## src/rtl/regfile_wb_arbiter.sv

```systemverilog
// Writeback arbiter for the register file's single write port (WE3/A3/WD3), shared by ALU and load results.
// Optional build macro REGFILE_ARB_RR_EN: round-robin between non-conflicting simultaneous requests.
module regfile_wb_arbiter #(
   parameter  int DATA_W    = 32,
   parameter  int ADDR_W    = 5,
   parameter  int BUF_DEPTH = 2,
   localparam int CNT_W     = $clog2(BUF_DEPTH + 1)
) (
   input  logic              clk,
   input  logic              rst,
   input  logic              alu_valid_i,
   output logic              alu_ready_o,
   input  logic [ADDR_W-1:0] alu_rd_i,
   input  logic [DATA_W-1:0] alu_data_i,
   input  logic              ld_valid_i,
   output logic              ld_ready_o,
   input  logic [ADDR_W-1:0] ld_rd_i,
   input  logic [DATA_W-1:0] ld_data_i,
   input  logic [ADDR_W-1:0] rs1_i,
   input  logic [ADDR_W-1:0] rs2_i,
   output logic              rs_hazard_o,
   output logic              rf_we_o,
   output logic [ADDR_W-1:0] rf_waddr_o,
   output logic [DATA_W-1:0] rf_wdata_o,
   output logic [CNT_W-1:0]  buf_count_o
);

   localparam logic [CNT_W-1:0] DEPTH_C = CNT_W'(BUF_DEPTH);

   logic [CNT_W-1:0]  count_q, count_d;
   logic [ADDR_W-1:0] bufRd_q   [BUF_DEPTH];
   logic [ADDR_W-1:0] bufRd_d   [BUF_DEPTH];
   logic [DATA_W-1:0] bufData_q [BUF_DEPTH];
   logic [DATA_W-1:0] bufData_d [BUF_DEPTH];
   logic              rfWe_q, rfWe_d;
   logic [ADDR_W-1:0] rfAddr_q, rfAddr_d;
   logic [DATA_W-1:0] rfData_q, rfData_d;

   logic              ready;
   logic              aluAcc, ldAcc, bothAcc;
   logic              ldWins;
   logic              issueVld;
   logic [ADDR_W-1:0] issueRd;
   logic [DATA_W-1:0] issueData;
   logic              push0Vld, push1Vld;
   logic [ADDR_W-1:0] push0Rd, push1Rd;
   logic [DATA_W-1:0] push0Data, push1Data;
   logic [CNT_W-1:0]  base, base1;
   logic              hazard;

   assign ready   = (count_q < DEPTH_C);
   assign aluAcc  = alu_valid_i & ready & (alu_rd_i != '0);
   assign ldAcc   = ld_valid_i  & ready & (ld_rd_i  != '0);
   assign bothAcc = aluAcc & ldAcc;

`ifdef REGFILE_ARB_RR_EN
   logic rrLd_q, rrLd_d;

   // Same-register pairs always go to the load, since it is the older instruction.
   assign ldWins = (ld_rd_i == alu_rd_i) | rrLd_q;

   always_comb begin
      rrLd_d = rrLd_q;
      if ((count_q == '0) && bothAcc && (ld_rd_i != alu_rd_i)) begin
         rrLd_d = ~rrLd_q;
      end
   end
`else
   assign ldWins = 1'b1;
`endif

   always_comb begin
      issueVld  = 1'b0;
      issueRd   = '0;
      issueData = '0;
      push0Vld  = 1'b0;
      push0Rd   = '0;
      push0Data = '0;
      push1Vld  = 1'b0;
      push1Rd   = '0;
      push1Data = '0;
      if (count_q != '0) begin
         issueVld  = 1'b1;
         issueRd   = bufRd_q[0];
         issueData = bufData_q[0];
         push0Vld  = ldAcc | aluAcc;
         push0Rd   = ldAcc ? ld_rd_i   : alu_rd_i;
         push0Data = ldAcc ? ld_data_i : alu_data_i;
         push1Vld  = bothAcc;
         push1Rd   = alu_rd_i;
         push1Data = alu_data_i;
      end else if (bothAcc) begin
         issueVld  = 1'b1;
         push0Vld  = 1'b1;
         if (ldWins) begin
            issueRd   = ld_rd_i;
            issueData = ld_data_i;
            push0Rd   = alu_rd_i;
            push0Data = alu_data_i;
         end else begin
            issueRd   = alu_rd_i;
            issueData = alu_data_i;
            push0Rd   = ld_rd_i;
            push0Data = ld_data_i;
         end
      end else if (ldAcc) begin
         issueVld  = 1'b1;
         issueRd   = ld_rd_i;
         issueData = ld_data_i;
      end else if (aluAcc) begin
         issueVld  = 1'b1;
         issueRd   = alu_rd_i;
         issueData = alu_data_i;
      end
   end

   // Buffer is a shift FIFO: slot 0 is always the oldest entry, pushes land just above the survivors.
   always_comb begin
      bufRd_d   = bufRd_q;
      bufData_d = bufData_q;
      base      = (count_q != '0) ? (count_q - CNT_W'(1)) : count_q;
      base1     = base + CNT_W'(1);
      if (count_q != '0) begin
         for (int i = 0; i < BUF_DEPTH - 1; i++) begin
            bufRd_d[i]   = bufRd_q[i+1];
            bufData_d[i] = bufData_q[i+1];
         end
      end
      for (int i = 0; i < BUF_DEPTH; i++) begin
         if (push0Vld && (CNT_W'(i) == base)) begin
            bufRd_d[i]   = push0Rd;
            bufData_d[i] = push0Data;
         end
         if (push1Vld && (CNT_W'(i) == base1)) begin
            bufRd_d[i]   = push1Rd;
            bufData_d[i] = push1Data;
         end
      end
      count_d = base + CNT_W'(push0Vld) + CNT_W'(push1Vld);
   end

   always_comb begin
      rfWe_d   = issueVld;
      rfAddr_d = issueVld ? issueRd   : rfAddr_q;
      rfData_d = issueVld ? issueData : rfData_q;
   end

   // Hazard covers buffered writes plus the one currently presented to the register file.
   always_comb begin
      hazard = 1'b0;
      for (int i = 0; i < BUF_DEPTH; i++) begin
         if (CNT_W'(i) < count_q) begin
            if ((rs1_i != '0) && (rs1_i == bufRd_q[i])) hazard = 1'b1;
            if ((rs2_i != '0) && (rs2_i == bufRd_q[i])) hazard = 1'b1;
         end
      end
      if (rfWe_q) begin
         if ((rs1_i != '0) && (rs1_i == rfAddr_q)) hazard = 1'b1;
         if ((rs2_i != '0) && (rs2_i == rfAddr_q)) hazard = 1'b1;
      end
   end

   always_ff @(posedge clk) begin
      if (rst) begin
         count_q  <= '0;
         rfWe_q   <= 1'b0;
         rfAddr_q <= '0;
         rfData_q <= '0;
         for (int i = 0; i < BUF_DEPTH; i++) begin
            bufRd_q[i]   <= '0;
            bufData_q[i] <= '0;
         end
`ifdef REGFILE_ARB_RR_EN
         rrLd_q   <= 1'b1;
`endif
      end else begin
         count_q  <= count_d;
         rfWe_q   <= rfWe_d;
         rfAddr_q <= rfAddr_d;
         rfData_q <= rfData_d;
         for (int i = 0; i < BUF_DEPTH; i++) begin
            bufRd_q[i]   <= bufRd_d[i];
            bufData_q[i] <= bufData_d[i];
         end
`ifdef REGFILE_ARB_RR_EN
         rrLd_q   <= rrLd_d;
`endif
      end
   end

   assign alu_ready_o = ready;
   assign ld_ready_o  = ready;
   assign rs_hazard_o = hazard;
   assign rf_we_o     = rfWe_q;
   assign rf_waddr_o  = rfAddr_q;
   assign rf_wdata_o  = rfData_q;
   assign buf_count_o = count_q;

endmodule

```

## config.mk

```make
export PLATFORM = sky130hd
export DESIGN_NAME = regfile_wb_arbiter
export DESIGN_NICKNAME = d
export VERILOG_FILES = /design/src/rtl/regfile_wb_arbiter.sv
export SDC_FILE = /design/constraint.sdc
export NUM_CORES = 1
export LEC_CHECK = 0
export ABC_AREA = 1
export CAP_MARGIN = 15
export CORE_MARGIN = 1.5
export CORE_UTILIZATION = 48
export CTS_BUF_LIST = sky130_fd_sc_hd__clkbuf_8
export DETAILED_ROUTE_END_ITERATION = 16
export PLACE_DENSITY = 0.76
export SLEW_MARGIN = 20
export SYNTH_ARGS = -nofsm -noshare
export SYNTH_HDL_FRONTEND = slang
export SYNTH_SLANG_ARGS = --single-unit
```

## constraint.sdc

```tcl
create_clock -name clk -period 2 [get_ports clk]
set_input_delay 0.4 -clock clk [delete_from_list [all_inputs] [get_ports clk]]
set_output_delay 0.4 -clock clk [all_outputs]
set_load 0.01 [all_outputs]
```

==> run_results.csv <==
group,metric,value,unit
clocking,clkTransAtPathRegs,0.07,ns
timing,setup_violations,0,
clocking,cts_sinks,114,
yosys,syn_nets,1103,
job,drv_cap,0,
clocking,htree_levels,4,
global_route,first_global_vias,6639,
yosys,yosysTopAreaCell,"dfxtp_1",
critical_path,r2r_start,"buf_count_o[0]$_SDFF_PP0_",
die,top_level_ports,131,
detailed_routing,wl_met1,8600,um
timing,relSlewSlack,0.590,
critical_path,critPathRequiredTime,1.60,ns
critical_path,ff2ff_path_depth,6,
yosys,synth.avg_cell_area,6.34,um2
hold_path,min_path_type,"primary input to register",
global_route,track_usage,0.286,
yosys,ys_top_cells_by_area,"dfxtp_1, nand2_1, nand3_1, a21oi_1, inv_1",
placement,placedCellCount,1318,
die,coreArea,0.0131,mm2
timing,slew_violations,0,
detailed_routing,route.met2.wl,9140,um
die,die_x,119,um
timing,worst_pin_slew,0.615,ns
detailed_routing,drt_iter0_markers,697,
pwr,ir_worst_vdd,403,uV
clocking,numCtsBuffers,17,
placement,io_buffers,130,
detailed_routing,wl_per_cell,14.7,um
timing,final-hold-violation-count,0,
yosys,synth_top_cell_area_share,0.355,
cells_and_area,nets,1250,
cells_and_area,drive_gt1_frac,0.115,
timing,hold-worst-slack,0.385,ns
yosys,synthFlopType,"dfxtp_1",
yosys,synth-edff-count,0,
critical_path,cp-endpoint,"rs_hazard_o",
global_route,antenna_found_initial,0,
yosys,syn-cell-area,0.00643,mm2
cells_and_area,num_antenna_cells,0,
yosys,synthTopCellsByCount,"nand2_1, nand3_1, dfxtp_1",
critical_path,worstReg2RegEnd,"buf_count_o[1]$_SDFF_PP0_",
pwr,power_density,757,mW/mm2
placement,dpl.hpwl,12900,um
clocking,post_cts_buffers,0,
clocking,clk_path_buf_depth,2,
critical_path,crit_type,"register to output port",
die,die_h,119,um
cells_and_area,stdcell_count,1350,
pwr,power_leakage,4.04,nW
pwr,p_total,6.56,mW
yosys,ys_warn_count,0,
detailed_routing,ant_nets,0,
yosys,ys_types,27,
die,die-area,0.0141,mm2
critical_path,critPathLaunchType,"register",
detailed_routing,via_per_inst,5.29,
detailed_routing,routed-wl-met3,1590,um
timing,post-route-period-util,0.992,
clocking,ctsHoldBuffers,0,
detailed_routing,vias,7147,
global_route,grt_max_degree,65,
global_route,grt_pass1_wl,32500,um
yosys,ys_seq_area_frac,0.355,
critical_path,cp-startpoint,"bufRd_q[1]$_SDFFE_PP0P_",
timing,finClkSkew,0.00858,ns
run_status,status,"completed",
critical_path,crit_fanout,4,
placement,globalplace.congestion,0.823,
critical_path,endpoint_kind,"output port",
clocking,root_buffer,"clkbuf_8",
yosys,synth_cells,1014,
timing,fin_crit,1.98,ns
clocking,cts_tree,"built",
die,start_util,0.489,
detailed_routing,drcViolationCount,0,
critical_path,rrSetupSlack,0.23,ns
timing,grt_setup_unrepaired,"true",
clocking,clk_latency,0.44,ns
critical_path,crit_arrival,1.58,ns
detailed_routing,first_pass_iters,7,
cells_and_area,syn_to_final_growth,34.7,%
timing,clock.fmax,504,MHz
yosys,yosysMostFrequentCell,"nand2_1",
global_route,grt_overflow,0,
detailed_routing,routed_wirelength,19800,um
yosys,synthArstFlopShare,0,
detailed_routing,top_layer_used,"met4",
die,rows,42,
cells_and_area,fill_cells,1228,
yosys,synth_seq_cells,114,
-- per-stage QoR --
stage	setup TNS [ns]	area [um2]	setup slack, ns	util
4_1_cts	-0.0184	8640	-0.0184	0.658
3_5_place_dp	-14.90	8230	-0.581	0.626
6_report	0	8660	0.0170	0.659
5_1_grt	-0.123	8660	-0.123	0.659
3_3_place_gp	-12.44	8230	-0.556	0.626
2_1_floorplan	0	6430	0.116	-
-- flip-flops by register name (all words and copies together) (netlist names) --
name and flops:
rf_we_o 1, bufData_q 64, bufRd_q 10, rf_waddr_o 5, rf_wdata_o 32, buf_count_o 2
-- metal layers --
layer,GRT usage,vias up
li1,-,3560
met1,0.374,3250
met2,0.463,299
met3,0.0579,38
met4,0.111,0
met5,0,-
-- worst max-delay path, stage by stage, from the launching register on --
cell and delay [ns]:
dfxtp_4 0.37, xor2_1 0.16, nor2_1 0.13, nand4_1 0.09, nand2_1 0.07, nand2_1 0.04, nand2_1 0.05, nand2_1 0.05
nand2_1 0.05, buf_2 0.12
-- how the worst min path moves through the flow --
stage          cells after the start                       start                          end
2_1_floorplan                      2   bufData_q[0]$_SDFFE_PP0P_    bufData_q[0]$_SDFFE_PP0P_
3_3_place_gp                       2  bufData_q[15]$_SDFFE_PP0P_   bufData_q[15]$_SDFFE_PP0P_
3_5_place_dp                       2  bufData_q[25]$_SDFFE_PP0P_   bufData_q[25]$_SDFFE_PP0P_
4_1_cts                            3                         rst  rf_wdata_o[17]$_SDFFE_PP0P_
5_1_grt                            3                         rst  rf_wdata_o[28]$_SDFFE_PP0P_
6_report                           3                         rst  rf_wdata_o[17]$_SDFFE_PP0P_
-- cell families (layout without fill, tap and decap cells) --
| logic type | after synthesis | in the layout | synth area share |
|---|---|---|---|
| AO/OA/AOI/OAI | 109 | 109 | 0.0932 |
| XOR/XNOR | 31 | 31 | 0.0422 |
| adder cells (fa/ha/maj) | 1 | 1 | 0.00311 |
| buffers and inverters | 135 | 295 | 0.0938 |
| flip-flops | 114 | 114 | 0.355 |
| AND/OR/NAND/NOR | 624 | 624 | 0.413 |
-- placed cells by master, fill, tap and decap left out, types with 14 or more instances in the layout --
master	instances
a21oi_1	48
a31oi_1	27
buf_4	57
clkbuf_8	20
clkdlybuf4s50_1	116
dfxtp_1	102
inv_1	61
nand2_1	418
nand3_1	153
nor2_1	24
o21ai_0	26
xnor2_1	16
xor2_1	14
-- final cells by class --
cell class                      count  area, um2  share of cell area
Tap cell                          176        220              0.0254
Timing Repair Buffer              197       1900               0.220
Clock inverter                     12        138              0.0159
Inverter                           66        248              0.0286
Multi-Input combinational cell    765       3570               0.413
Clock buffer                       20        275              0.0318
Sequential cell                   114       2300               0.266
-- what timing repair did --
action	in CTS	in global routing
resized for setup	28	6
pin swaps	4	6
setup endpoints to repair	3	2
gates cloned	0	0
-- power by group --
part / switching (mW) / internal, mW / total [mW]
clock network: 0.968 / 1.31 / 2.28
registers: 0.115 / 2.44 / 2.56
logic: 0.963 / 0.758 / 1.72
No activity file was read; power rests on OpenSTA's default activity.
